<file path="src/rtl/sel_scanner_pkg.sv">
// ---------------------------------------------------------------------------
// sel_scanner_pkg
// Shared definitions for the mux select scanner and its button debouncer.
//
// Contents:
//   ST_MANUAL / ST_AUTO / ST_PAUSE  2-bit FSM state encodings. These values
//                                   also drive the board LEDs directly.
//   clog2_w(value)                  number of bits needed to hold 0..value-1,
//                                   never less than 1. Used to size counters
//                                   from their cycle-count parameters.
// ---------------------------------------------------------------------------
package sel_scanner_pkg;

    localparam logic [1:0] ST_MANUAL = 2'b00;
    localparam logic [1:0] ST_AUTO   = 2'b01;
    localparam logic [1:0] ST_PAUSE  = 2'b10;

    // Width of a counter that must hold the values 0..value-1.
    // A value of 1 (or less) still gets a one-bit counter.
    function automatic int clog2_w(input int value);
        int width;
        width = 1;
        while ((64'd1 << width) < 64'(value)) begin
            width = width + 1;
        end
        return width;
    endfunction

endpackage : sel_scanner_pkg

</file>
<file path="src/rtl/sel_scanner_if.sv">
// ---------------------------------------------------------------------------
// sel_scanner_if
// Bundles the board-facing signals of the select scanner.
//
// Parameter:
//   SEL_W     width of the select bus; must match the scanner's SEL_W.
//
// Signals:
//   mode      switch level, 0 = manual stepping, 1 = auto scan
//   hold      switch level, 1 = pause auto scan
//   step_btn  raw push button, active-high, asynchronous to clk
//   dir       (only with SEL_SCANNER_DIR_EN) 0 = count up, 1 = count down
//   sel       registered select for the downstream mux
//   wrap      one-cycle pulse when sel wraps around
//   state     FSM state for the LEDs (see sel_scanner_pkg)
//
// Modports:
//   master    the side that drives the switches/button and reads the select
//   slave     the scanner itself
//
// Optional feature macro: SEL_SCANNER_DIR_EN adds the dir signal.
// ---------------------------------------------------------------------------
interface sel_scanner_if #(
    parameter int SEL_W = 3
);

    logic             mode;
    logic             hold;
    logic             step_btn;
`ifdef SEL_SCANNER_DIR_EN
    logic             dir;
`endif
    logic [SEL_W-1:0] sel;
    logic             wrap;
    logic [1:0]       state;

`ifdef SEL_SCANNER_DIR_EN
    modport master (
        output mode, hold, step_btn, dir,
        input  sel, wrap, state
    );

    modport slave (
        input  mode, hold, step_btn, dir,
        output sel, wrap, state
    );
`else
    modport master (
        output mode, hold, step_btn,
        input  sel, wrap, state
    );

    modport slave (
        input  mode, hold, step_btn,
        output sel, wrap, state
    );
`endif

endinterface : sel_scanner_if

</file>
<file path="src/rtl/sel_scanner_debounce.sv">
// ---------------------------------------------------------------------------
// btn_debounce
// Synchronizes a raw push button, debounces it and produces a one-cycle
// pulse for every accepted press. Intended to be reused for any board button.
//
// Parameter:
//   DEBOUNCE_CYCLES  consecutive equal synchronized samples needed before a
//                    new button level is accepted (>= 1)
//
// Ports:
//   clk    clock, all state on the rising edge
//   rst_n  asynchronous active-low reset
//   btn    raw button level, active-high, asynchronous to clk
//   pulse  registered one-cycle pulse on an accepted 0->1 transition
// ---------------------------------------------------------------------------
module btn_debounce
    import sel_scanner_pkg::*;
#(
    parameter int DEBOUNCE_CYCLES = 500_000
) (
    input  logic clk,
    input  logic rst_n,
    input  logic btn,
    output logic pulse
);

    // Arming needs the debounce window plus the synchronizer depth so the
    // reset zeros still sitting in the synchronizer can never count as a
    // genuine release.
    localparam int ARM_CYCLES = DEBOUNCE_CYCLES + 2;
    localparam int CNT_W      = clog2_w(DEBOUNCE_CYCLES);
    localparam int ARM_W      = clog2_w(ARM_CYCLES);

    localparam logic [CNT_W-1:0] CNT_LAST = CNT_W'(DEBOUNCE_CYCLES - 1);
    localparam logic [ARM_W-1:0] ARM_LAST = ARM_W'(ARM_CYCLES - 1);

    logic             btn_meta;
    logic             btn_s;
    logic             level;
    logic [CNT_W-1:0] cnt;
    logic             armed;
    logic [ARM_W-1:0] arm_cnt;

    // Two-flop synchronizer for the raw button.
    always_ff @(posedge clk or negedge rst_n) begin
        if (!rst_n) begin
            btn_meta <= 1'b0;
            btn_s    <= 1'b0;
        end else begin
            btn_meta <= btn;
            btn_s    <= btn_meta;
        end
    end

    // The counter tracks how long the synchronized sample has differed from
    // the accepted level; any agreeing sample restarts the count.
    //
    // After reset the button may already be held down, so a press is only
    // reported once the debouncer has been armed by a real release: either
    // an accepted 1->0 transition or a long enough run of low samples.
    always_ff @(posedge clk or negedge rst_n) begin
        if (!rst_n) begin
            level   <= 1'b0;
            cnt     <= '0;
            pulse   <= 1'b0;
            armed   <= 1'b0;
            arm_cnt <= '0;
        end else begin
            pulse <= 1'b0;

            if (btn_s != level) begin
                if (cnt == CNT_LAST) begin
                    level <= btn_s;
                    cnt   <= '0;
                    pulse <= btn_s & armed;
                end else begin
                    cnt <= cnt + 1'b1;
                end
            end else begin
                cnt <= '0;
            end

            if (!armed) begin
                if (btn_s) begin
                    arm_cnt <= '0;
                end else if ((arm_cnt == ARM_LAST) || level) begin
                    armed   <= 1'b1;
                    arm_cnt <= '0;
                end else begin
                    arm_cnt <= arm_cnt + 1'b1;
                end
            end
        end
    end

endmodule : btn_debounce

</file>
<file path="src/rtl/sel_scanner.sv">
// ---------------------------------------------------------------------------
// sel_scanner
// Drives the select lines of a CHANNELS-way mux. In manual mode each
// debounced button press steps to the next channel; in auto mode the select
// advances every DWELL_CYCLES clocks and can be paused with the hold switch.
//
// Parameters:
//   CHANNELS         number of channels scanned (2..256)
//   SEL_W            select width, 2**SEL_W >= CHANNELS
//   DWELL_CYCLES     clocks spent on each channel in auto mode (>= 2)
//   DEBOUNCE_CYCLES  stable samples needed to accept a button level (>= 1)
//
// Ports:
//   clk    clock, all state on the rising edge
//   rst_n  asynchronous active-low reset
//   bus    sel_scanner_if.slave: mode, hold, step_btn (and dir) in;
//          sel, wrap, state out, all registered
//
// Optional feature macro: SEL_SCANNER_DIR_EN adds a synchronized dir input
// (0 = up, 1 = down). Without it the select only counts up.
// ---------------------------------------------------------------------------
module sel_scanner
    import sel_scanner_pkg::*;
#(
    parameter int CHANNELS        = 8,
    parameter int SEL_W           = 3,
    parameter int DWELL_CYCLES    = 50_000_000,
    parameter int DEBOUNCE_CYCLES = 500_000
) (
    input  logic         clk,
    input  logic         rst_n,
    sel_scanner_if.slave bus
);

    localparam int DWELL_W = clog2_w(DWELL_CYCLES);

    localparam logic [SEL_W-1:0]   LAST_SEL   = SEL_W'(CHANNELS - 1);
    localparam logic [DWELL_W-1:0] DWELL_LAST = DWELL_W'(DWELL_CYCLES - 1);

    logic               mode_meta;
    logic               mode_s;
    logic               hold_meta;
    logic               hold_s;
`ifdef SEL_SCANNER_DIR_EN
    logic               dir_meta;
    logic               dir_s;
`endif

    logic               step_pulse;

    logic [1:0]         state_q;
    logic [1:0]         state_d;
    logic [DWELL_W-1:0] dwell_q;
    logic [DWELL_W-1:0] dwell_d;
    logic               dwell_done;

    logic               advance;
    logic               wrap_cond;
    logic [SEL_W-1:0]   sel_next;
    logic [SEL_W-1:0]   sel_q;
    logic               wrap_q;

    // Two-flop synchronizers for the switch levels.
    always_ff @(posedge clk or negedge rst_n) begin
        if (!rst_n) begin
            mode_meta <= 1'b0;
            mode_s    <= 1'b0;
            hold_meta <= 1'b0;
            hold_s    <= 1'b0;
`ifdef SEL_SCANNER_DIR_EN
            dir_meta  <= 1'b0;
            dir_s     <= 1'b0;
`endif
        end else begin
            mode_meta <= bus.mode;
            mode_s    <= mode_meta;
            hold_meta <= bus.hold;
            hold_s    <= hold_meta;
`ifdef SEL_SCANNER_DIR_EN
            dir_meta  <= bus.dir;
            dir_s     <= dir_meta;
`endif
        end
    end

    btn_debounce #(
        .DEBOUNCE_CYCLES (DEBOUNCE_CYCLES)
    ) u_step_debounce (
        .clk   (clk),
        .rst_n (rst_n),
        .btn   (bus.step_btn),
        .pulse (step_pulse)
    );

    // A step press and the dwell terminal count are OR-ed into a single
    // advance, so a coincidence of the two still moves sel by one.
    always_comb begin
        dwell_done = (dwell_q == DWELL_LAST);
        advance    = step_pulse || ((state_q == ST_AUTO) && dwell_done);
        wrap_cond  = (sel_q == LAST_SEL);
        sel_next   = wrap_cond ? '0 : sel_q + 1'b1;
`ifdef SEL_SCANNER_DIR_EN
        if (dir_s) begin
            wrap_cond = (sel_q == '0);
            sel_next  = wrap_cond ? LAST_SEL : sel_q - 1'b1;
        end
`endif
    end

    // Mode/hold FSM and dwell counter. The counter only runs in AUTO, is
    // frozen in PAUSE so a resume picks up the remaining dwell, and is held
    // at zero in MANUAL so every MANUAL->AUTO entry starts a fresh dwell.
    // mode=0 wins over hold.
    always_comb begin
        state_d = state_q;
        dwell_d = dwell_q;

        case (state_q)
            ST_MANUAL: begin
                dwell_d = '0;
                if (mode_s) begin
                    state_d = ST_AUTO;
                end
            end

            ST_AUTO: begin
                if (step_pulse || dwell_done) begin
                    dwell_d = '0;
                end else begin
                    dwell_d = dwell_q + 1'b1;
                end
                if (!mode_s) begin
                    state_d = ST_MANUAL;
                    dwell_d = '0;
                end else if (hold_s) begin
                    state_d = ST_PAUSE;
                end
            end

            ST_PAUSE: begin
                if (!mode_s) begin
                    state_d = ST_MANUAL;
                    dwell_d = '0;
                end else if (!hold_s) begin
                    state_d = ST_AUTO;
                end
            end

            default: begin
                state_d = ST_MANUAL;
                dwell_d = '0;
            end
        endcase
    end

    // State, dwell count, select and wrap flag. wrap is raised in the same
    // cycle the wrapped select value first appears.
    always_ff @(posedge clk or negedge rst_n) begin
        if (!rst_n) begin
            state_q <= ST_MANUAL;
            dwell_q <= '0;
            sel_q   <= '0;
            wrap_q  <= 1'b0;
        end else begin
            state_q <= state_d;
            dwell_q <= dwell_d;
            wrap_q  <= advance && wrap_cond;
            if (advance) begin
                sel_q <= sel_next;
            end
        end
    end

    assign bus.sel   = sel_q;
    assign bus.wrap  = wrap_q;
    assign bus.state = state_q;

endmodule : sel_scanner
</file>
<file path="src/flat_wrapper.sv">
// flat-port wrapper written by rule: the top's interface ports become plain ports
module sel_scanner_flat import sel_scanner_pkg::*;
#(
    parameter int CHANNELS        = 8,
    parameter int SEL_W           = 3,
    parameter int DWELL_CYCLES    = 50_000_000,
    parameter int DEBOUNCE_CYCLES = 500_000
)
  (clk, rst_n, bus_mode, bus_hold, bus_step_btn, bus_sel, bus_wrap, bus_state);
  sel_scanner_if #(.SEL_W(SEL_W)) bus_i ();
  input  logic clk;
  input  logic rst_n;
  input wire logic [$bits(bus_i.mode)-1:0] bus_mode;
  input wire logic [$bits(bus_i.hold)-1:0] bus_hold;
  input wire logic [$bits(bus_i.step_btn)-1:0] bus_step_btn;
  output wire logic [$bits(bus_i.sel)-1:0] bus_sel;
  output wire logic [$bits(bus_i.wrap)-1:0] bus_wrap;
  output wire logic [$bits(bus_i.state)-1:0] bus_state;
  assign bus_i.mode = bus_mode;
  assign bus_i.hold = bus_hold;
  assign bus_i.step_btn = bus_step_btn;
  assign bus_sel = bus_i.sel;
  assign bus_wrap = bus_i.wrap;
  assign bus_state = bus_i.state;
  sel_scanner #(.CHANNELS(CHANNELS), .SEL_W(SEL_W), .DWELL_CYCLES(DWELL_CYCLES), .DEBOUNCE_CYCLES(DEBOUNCE_CYCLES)) u_core (.clk(clk), .rst_n(rst_n), .bus(bus_i));
endmodule
</file>
<file path="config.mk">
export PLATFORM = sky130hd
export DESIGN_NAME = sel_scanner_flat
export DESIGN_NICKNAME = d
export VERILOG_FILES = /design/src/rtl/sel_scanner_pkg.sv /design/src/rtl/sel_scanner_if.sv /design/src/rtl/sel_scanner_debounce.sv /design/src/rtl/sel_scanner.sv /design/src/flat_wrapper.sv
export SDC_FILE = /design/constraint.sdc
export NUM_CORES = 1
export LEC_CHECK = 0
export CORE_ASPECT_RATIO = 1.1
export CORE_UTILIZATION = 25
export DETAILED_ROUTE_END_ITERATION = 16
export GPL_ROUTABILITY_DRIVEN = 0
export PLACE_DENSITY_LB_ADDON = 0.12
export SLEW_MARGIN = 20
export SYNTH_ARGS = -nofsm -noshare
export SYNTH_HDL_FRONTEND = slang
export SYNTH_SLANG_ARGS = --single-unit
</file>
<file path="constraint.sdc">
create_clock -name clk -period 2.9 [get_ports clk]
set_input_delay 0.435 -clock clk [delete_from_list [all_inputs] [get_ports clk]]
set_output_delay 0.435 -clock clk [all_outputs]
set_load 0.05 [all_outputs]
</file>
Word level (Yosys, flattened, before mapping)

Index checks and enable logic that the tools add are counted.

Bits in registers: 79
Bits of input ports: 5
Output and inout bits: 6
Logic and storage cells: 59

Add/subtract/negate cells: 4
Equal/unequal tests: 11
Mux-type cells: 20
Bitwise logic cells: 1
Reduce and logical (&&, ||, !) cells: 8

Operators by type and width:

| cell                    | count |
|---|---|
| $mux W26                | 3 |
| $mux W19                | 4 |
| $pmux W26 S2            | 1 |
| $add A19 B1 Y19 const B | 2 |
| $eq A19 B19 Y1 const B  | 2 |
| $add A26 B1 Y26 const B | 1 |
| $eq A26 B26 Y1 const B  | 1 |
| $mux W2                 | 5 |
| $ne A3 B3 Y1 const B    | 2 |
| $pmux W2 S3             | 1 |
| $mux W1                 | 5 |
| $add A3 B1 Y3 const B   | 1 |
| $eq A3 B3 Y1 const B    | 1 |
| $logic_or A1 B1 Y1      | 3 |
| $mux W3                 | 1 |
| $reduce_and A3 Y1       | 1 |
| $eq A2 B1 Y1 const B    | 1 |
| $eq A2 B2 Y1 const B    | 1 |
| $logic_and A1 B1 Y1     | 2 |
| $logic_not A2 Y1        | 1 |
| $ne A2 B1 Y1 const B    | 1 |
| $ne A2 B2 Y1 const B    | 1 |
| $reduce_and A2 Y1       | 1 |
| $and A1 B1 Y1           | 1 |
| $ne A1 B1 Y1            | 1 |

Longest topological paths before layout

Depth in word-level cells: 5
Mapped depth: 8
Gate-level depth less buffers: 6

Hierarchy

A second synthesis with hierarchy kept.

Cells, all modules: 441
Area, all modules: 4167.7 µm²

By module, submodules not included:

| module       | instances | cells an instance | area an instance (µm²) | sequential area each (µm²) |
|---|---|---|---|---|
| btn_debounce | 1         | 248               | 2290.9                 | 1076.0 |
| sel_scanner  | 1         | 193               | 1876.8                 | 900.9 |

Worst setup path after synthesis

No wires, ideal clock.

Kind: reg-to-reg
Start point: register u_core.dwell_q[18]
End point: register u_core.dwell_q[22]
Library setup time: 138 ps
Arrival: 1893 ps
Data required time: 2762 ps
Setup slack: 869 ps
Cell stages (with the launch flop): 9
Path buffers: 3
Period minus slack after synthesis: 2031 ps
Cell sequence: dfrtp_1 buf_6 or4_4 nor4_4 a21oi_2 buf_6 buf_2 a21oi_1 a31oi_1

Cells in the longest elaborated chain, start to end: 5
Elaborated cells between the ends (all ways): 6
Those cells by class: add/sub: 1; eq/ne: 1; mux: 3; reduce/logical: 1

RTL lines:

| element                                                                 | RTL line           | source |
|---|---|---|
| start: declaration                                                      | sel_scanner.sv:53  | `logic [DWELL_W-1:0] dwell_q;` |
| start signal: assignment                                                | sel_scanner.sv:166 | `dwell_q <= dwell_d;` |
| parallel branches: the longest is 2 deep, another holds $add A26 B1 Y26 | --                 |  |
| $mux W26 (*)                                                            | sel_scanner.sv:127 | `if (step_pulse \|\| dwell_done) begin` |
| $mux W26 (*)                                                            | sel_scanner.sv:132 | `if (!mode_s) begin` |
| $pmux W26 S2 (*)                                                        | sel_scanner.sv:118 | `case (state_q)` |

Every way passes the cells marked *.
A chain may end at the register's enable or synchronous reset.

Worst setup path after layout

Start point: register u_core.dwell_q[18]
End point: register u_core.dwell_q[19]

Same word-level chain as after synthesis.

==> run_results.csv <==
group,metric,value,unit
floorplan,die-height,133,µm
power_and_ir_drop,sequentialPowerShare,0.499,
setup_path,flop2flop_setup_slack,0.54,ns
sta,slew_viol_final,0,
synthesis,synthSimpleGateAreaFrac,0.254,
global_route,first_pass_grt_wire_length,14600,µm
routing,wl_per_cell,13.6,µm
sta,tightest_slew,0.815,ns
synthesis,yosys_register_bits,79,
setup_path,critical_path.startpoint,"u_core.dwell_q[18]",
cells_and_area,final_net_count,427,
sta,achievable-frequency,424,MHz
power_and_ir_drop,internal_power_summed_over_all_cells,1.77,mW
cells_and_area,fillerInstances,1603,
setup_path,worstPathCellList,"or4_4 > nor4_4 > a21oi_4 > buf_4 > a41oi_1 > a31oi_1",
floorplan,coreArea,15200,µm²
setup_path,critPathMaxFanout,31,
synthesis,post_synth_inst_count,402,
routing,drcViolationCount,0,
floorplan,row_count,47,
global_route,grt_resource_usage_total,0.115,
synthesis,largest_family_of_logic_cells_by_synthesized_area,"simple AND/OR/NAND/NOR gates",
place,placement_stage_worst_setup_slack,0.426,ns
floorplan,floorplan.initialDensity,0.259,
synthesis,synth_compound_gate_area_share,0.102,
cells_and_area,flow.area_growth_from_synthesis,14.9,%
power_and_ir_drop,p_leak,1.79,nW
sta,fin_skew,0.00558,ns
sta,unrepaired_setup_endpoints_after_global_routing,"false",
routing,drt-vias-per-instance,4.72,
sta,tns_setup,0,ns
power_and_ir_drop,worst_ir_drop_vdd,0.000359,V
cells_and_area,final_cell_mix,"sky130_fd_sc_hd__dfrtp_1 (79), sky130_fd_sc_hd__nor2_1 (57), sky130_fd_sc_hd__nand2_1 (36)",
synthesis,dominantRegCellSynth,"sky130_fd_sc_hd__dfrtp_1",
synthesis,post_synth_instance_area,3920,µm²
cells_and_area,layout-drive-gt1-share,0.0740,
synthesis,count_of_flip_flops_with_a_built_in_enable_after_synthesis,0,
cells_and_area,postLayoutCoreUtil,0.297,
clock_tree,numCtsBuffers,9,
global_route,grt-ovfl-total,0,
global_route,gr-max-usage-layer,"met2",
clock_tree,postCtsSetupRepairBufs,0,
clock_tree,cts_num_sinks,79,
sta,fin_crit_sh,0.812,
global_route,antenna_found_initial,0,
clock_tree,path_clk_slew,0.06,ns
routing,via_count,2904,
power_and_ir_drop,power.share.clock,0.455,
synthesis,syn_nets,413,
power_and_ir_drop,netSwitchingFraction,0.224,
setup_path,crit_reg_reg_startpoint,"u_core.dwell_q[18]",
setup_path,crit_path_max_incr_delay,0.58,ns
setup_path,critPathArrivalTime,2.54,ns
place,total_half_perimeter_wirelength_after_legalization_and_detailed_placement,5730,µm
synthesis,synthTopCellsByArea,"sky130_fd_sc_hd__dfrtp_1 (50%), sky130_fd_sc_hd__nor2_1 (5.5%), sky130_fd_sc_hd__xnor2_1 (4.2%)",
global_route,global_route.usage.met1,0.146,
floorplan,design.die.area,16200,µm²
clock_tree,clock_latency,0.33,ns
power_and_ir_drop,ratio_of_total_power_to_cell_area,506,nW/µm²
routing,detail-route-antenna-nets,0,
global_route,grt_pass1_vias,2933,
routing,wirelength,8370,µm
setup_path,timing.reg2reg.worst_path_depth,6,
global_route,largest_net_degree_at_the_start_of_global_routing,37,
clock_tree,postCtsResizedCells,0,
synthesis,async_reset_ff_frac,1.00,
setup_path,worst_setup_path_end_kind,"register",
floorplan,chipWidth,121,µm
synthesis,syn_avg_cell_area,9.76,µm²
place,dp_cells,601,
synthesis,synth_largest_type_area_fraction,0.504,
synthesis,yosysWarningCount,0,
setup_path,setup.worst_path.class,"reg2reg",
sta,fin_crit,2.36,ns
global_route,groute.layer.met3.usage,0.0385,
outcome,outcome,"complete, no violations",
cells_and_area,layout.cells.non_filler,615,
power_and_ir_drop,power,2.28,mW
routing,drt_iter0_drcs,188,
power_and_ir_drop,pwr-share-comb,0.047,
sta,report.final.hold_viol_count,0,
global_route,grt.met2_usage,0.181,
sta,setup_failing_eps_final,0,
job,cap_viol_max_count,0,
clock_tree,h-tree-depth,3,
setup_path,timing.critical_path.from_type,"register",
sta,postLayoutSetupSlackWorst,0.544,ns
synthesis,yosys.area_share.adder,0.0191,
setup_path,critical_path.reg2reg.endpoint,"u_core.dwell_q[19]",
cells_and_area,most_common_cell_after_layout_fill_and_taps_aside,"sky130_fd_sc_hd__dfrtp_1",
worst_hold_path,worstHoldPathType,"in2async",
routing,drt_pre_antenna_iters,4,
cells_and_area,number_of_antenna_repair_diodes,0,
place,port_buffers,10,
clock_tree,max-clock-path-buffers,2,
synthesis,seq_area_frac_synth,0.504,
synthesis,synth-xor-area-share,0.0826,
setup_path,required,3.08,ns
clock_tree,clock_tree_from_tritoncts,"yes",
synthesis,number_of_distinct_library_cell_variants_in_the_gate_level_netlist_after_synthesis,46,
power_and_ir_drop,switchingPower,0.512,mW
floorplan,pin_count,11,
setup_path,timing.critical_path.slowest_stage_cell,"sky130_fd_sc_hd__or4_4",
clock_tree,postCtsHoldBufs,0,
sta,timing.max_slew.rel_slack,0.455,
clock_tree,cts.root.buffer_cell,"sky130_fd_sc_hd__clkbuf_16",
synthesis,synth_mux_area_frac,0.0115,
synthesis,synthDominantAreaCellType,"sky130_fd_sc_hd__dfrtp_1",
-- per-stage QoR --
step,instance area (µm²),hold slack (ns)
5_1_grt,4510,0.0844
6_report,4510,0.0590
4_1_cts,4500,0.0767
2_1_floorplan,3920,0.139
3_3_place_gp,4240,0.335
3_5_place_dp,4240,0.336
-- Yosys cell counts, types with 9 or more instances --
library cell              number
sky130_fd_sc_hd__nand4_1      16
sky130_fd_sc_hd__o21ai_0      11
sky130_fd_sc_hd__nor2_1       57
sky130_fd_sc_hd__a21oi_1      13
sky130_fd_sc_hd__xnor2_1      19
sky130_fd_sc_hd__a31oi_1      19
sky130_fd_sc_hd__nor3_1       11
sky130_fd_sc_hd__dfrtp_1      79
sky130_fd_sc_hd__xor2_1       18
sky130_fd_sc_hd__nand2_1      36
sky130_fd_sc_hd__nor4_1        9
sky130_fd_sc_hd__nand3_1      20
-- power by group through the flow --
| stage | sequential, mW | combinational (mW) | clock [mW] |
|---|---|---|---|
| final | 1.14 | 0.106 | 1.04 |
| after global routing | 1.14 | 0.122 | 1.13 |
| after CTS | 1.14 | 0.110 | 1.09 |
| after detailed placement | 1.16 | 0.110 | 0 |
| after global placement | 1.16 | 0.109 | 0 |
| after floorplan | 1.16 | 0.0574 | 0 |
-- worst max-delay path by stage --
| stage | endpoint | slack [ns] | cells past startpoint |
|---|---|---|---|
| 2_1_floorplan | u_core.dwell_q[22] | 0.87 | 8 |
| 3_3_place_gp | u_core.dwell_q[18] | 0.46 | 7 |
| 3_5_place_dp | u_core.dwell_q[19] | 0.43 | 7 |
| 4_1_cts | u_core.dwell_q[19] | 0.42 | 7 |
| 5_1_grt | u_core.dwell_q[19] | 0.38 | 6 |
| 6_report | u_core.dwell_q[19] | 0.54 | 6 |
-- layout make-up --
| cell class | count | area (µm²) | share of cell area |
|---|---|---|---|
| sequential | 79 | 1980 | 0.439 |
| multi-input combinational | 302 | 1850 | 0.410 |
| clock buffer | 13 | 260 | 0.0577 |
| tap | 196 | 245 | 0.0544 |
| timing repair buffer | 16 | 143 | 0.0316 |
| inverter | 8 | 30.0 | 0.00666 |
| clock inverter | 1 | 5.00 | 0.00111 |
-- state kept, by name, indices dropped and copies added, names as in the netlist --
signal	flops
u_core.bus.sel	3
u_core.mode_s	1
u_core.u_step_debounce.btn_meta	1
u_core.u_step_debounce.btn_s	1
u_core.u_step_debounce.arm_cnt	19
u_core.dwell_q	26
u_core.hold_s	1
u_core.mode_meta	1
u_core.u_step_debounce.pulse	1
u_core.u_step_debounce.cnt	19
u_core.u_step_debounce.level	1
u_core.hold_meta	1
u_core.u_step_debounce.armed	1
u_core.bus.state	2
u_core.bus.wrap	1
-- worst max-delay path: cells and delay by family (launching register included) --
family / cells / cell delay (ns)
buf+inv: 1 / 0.27
compound gates: 3 / 0.51
flops: 1 / 0.48
simple gates: 2 / 0.94
-- per-layer routing --
| metal | part of all wire | up-vias |
|---|---|---|
| li1 | - | 1463 |
| met1 | 0.48 | 1398 |
| met2 | 0.47 | 35 |
| met3 | 0.028 | 8 |
| met4 | 0.016 | 0 |
| met5 | 0 | - |
-- cells by family after synthesis --
logic type / after synthesis
AND/OR/NAND/NOR: 193
flip-flops: 79
AO/OA/AOI/OAI: 62
XOR/XNOR: 37
buffers and inverters: 21
adder cells (fa/ha/maj): 6
multiplexers: 4
Note: power is estimated with default switching activity, not from simulation.
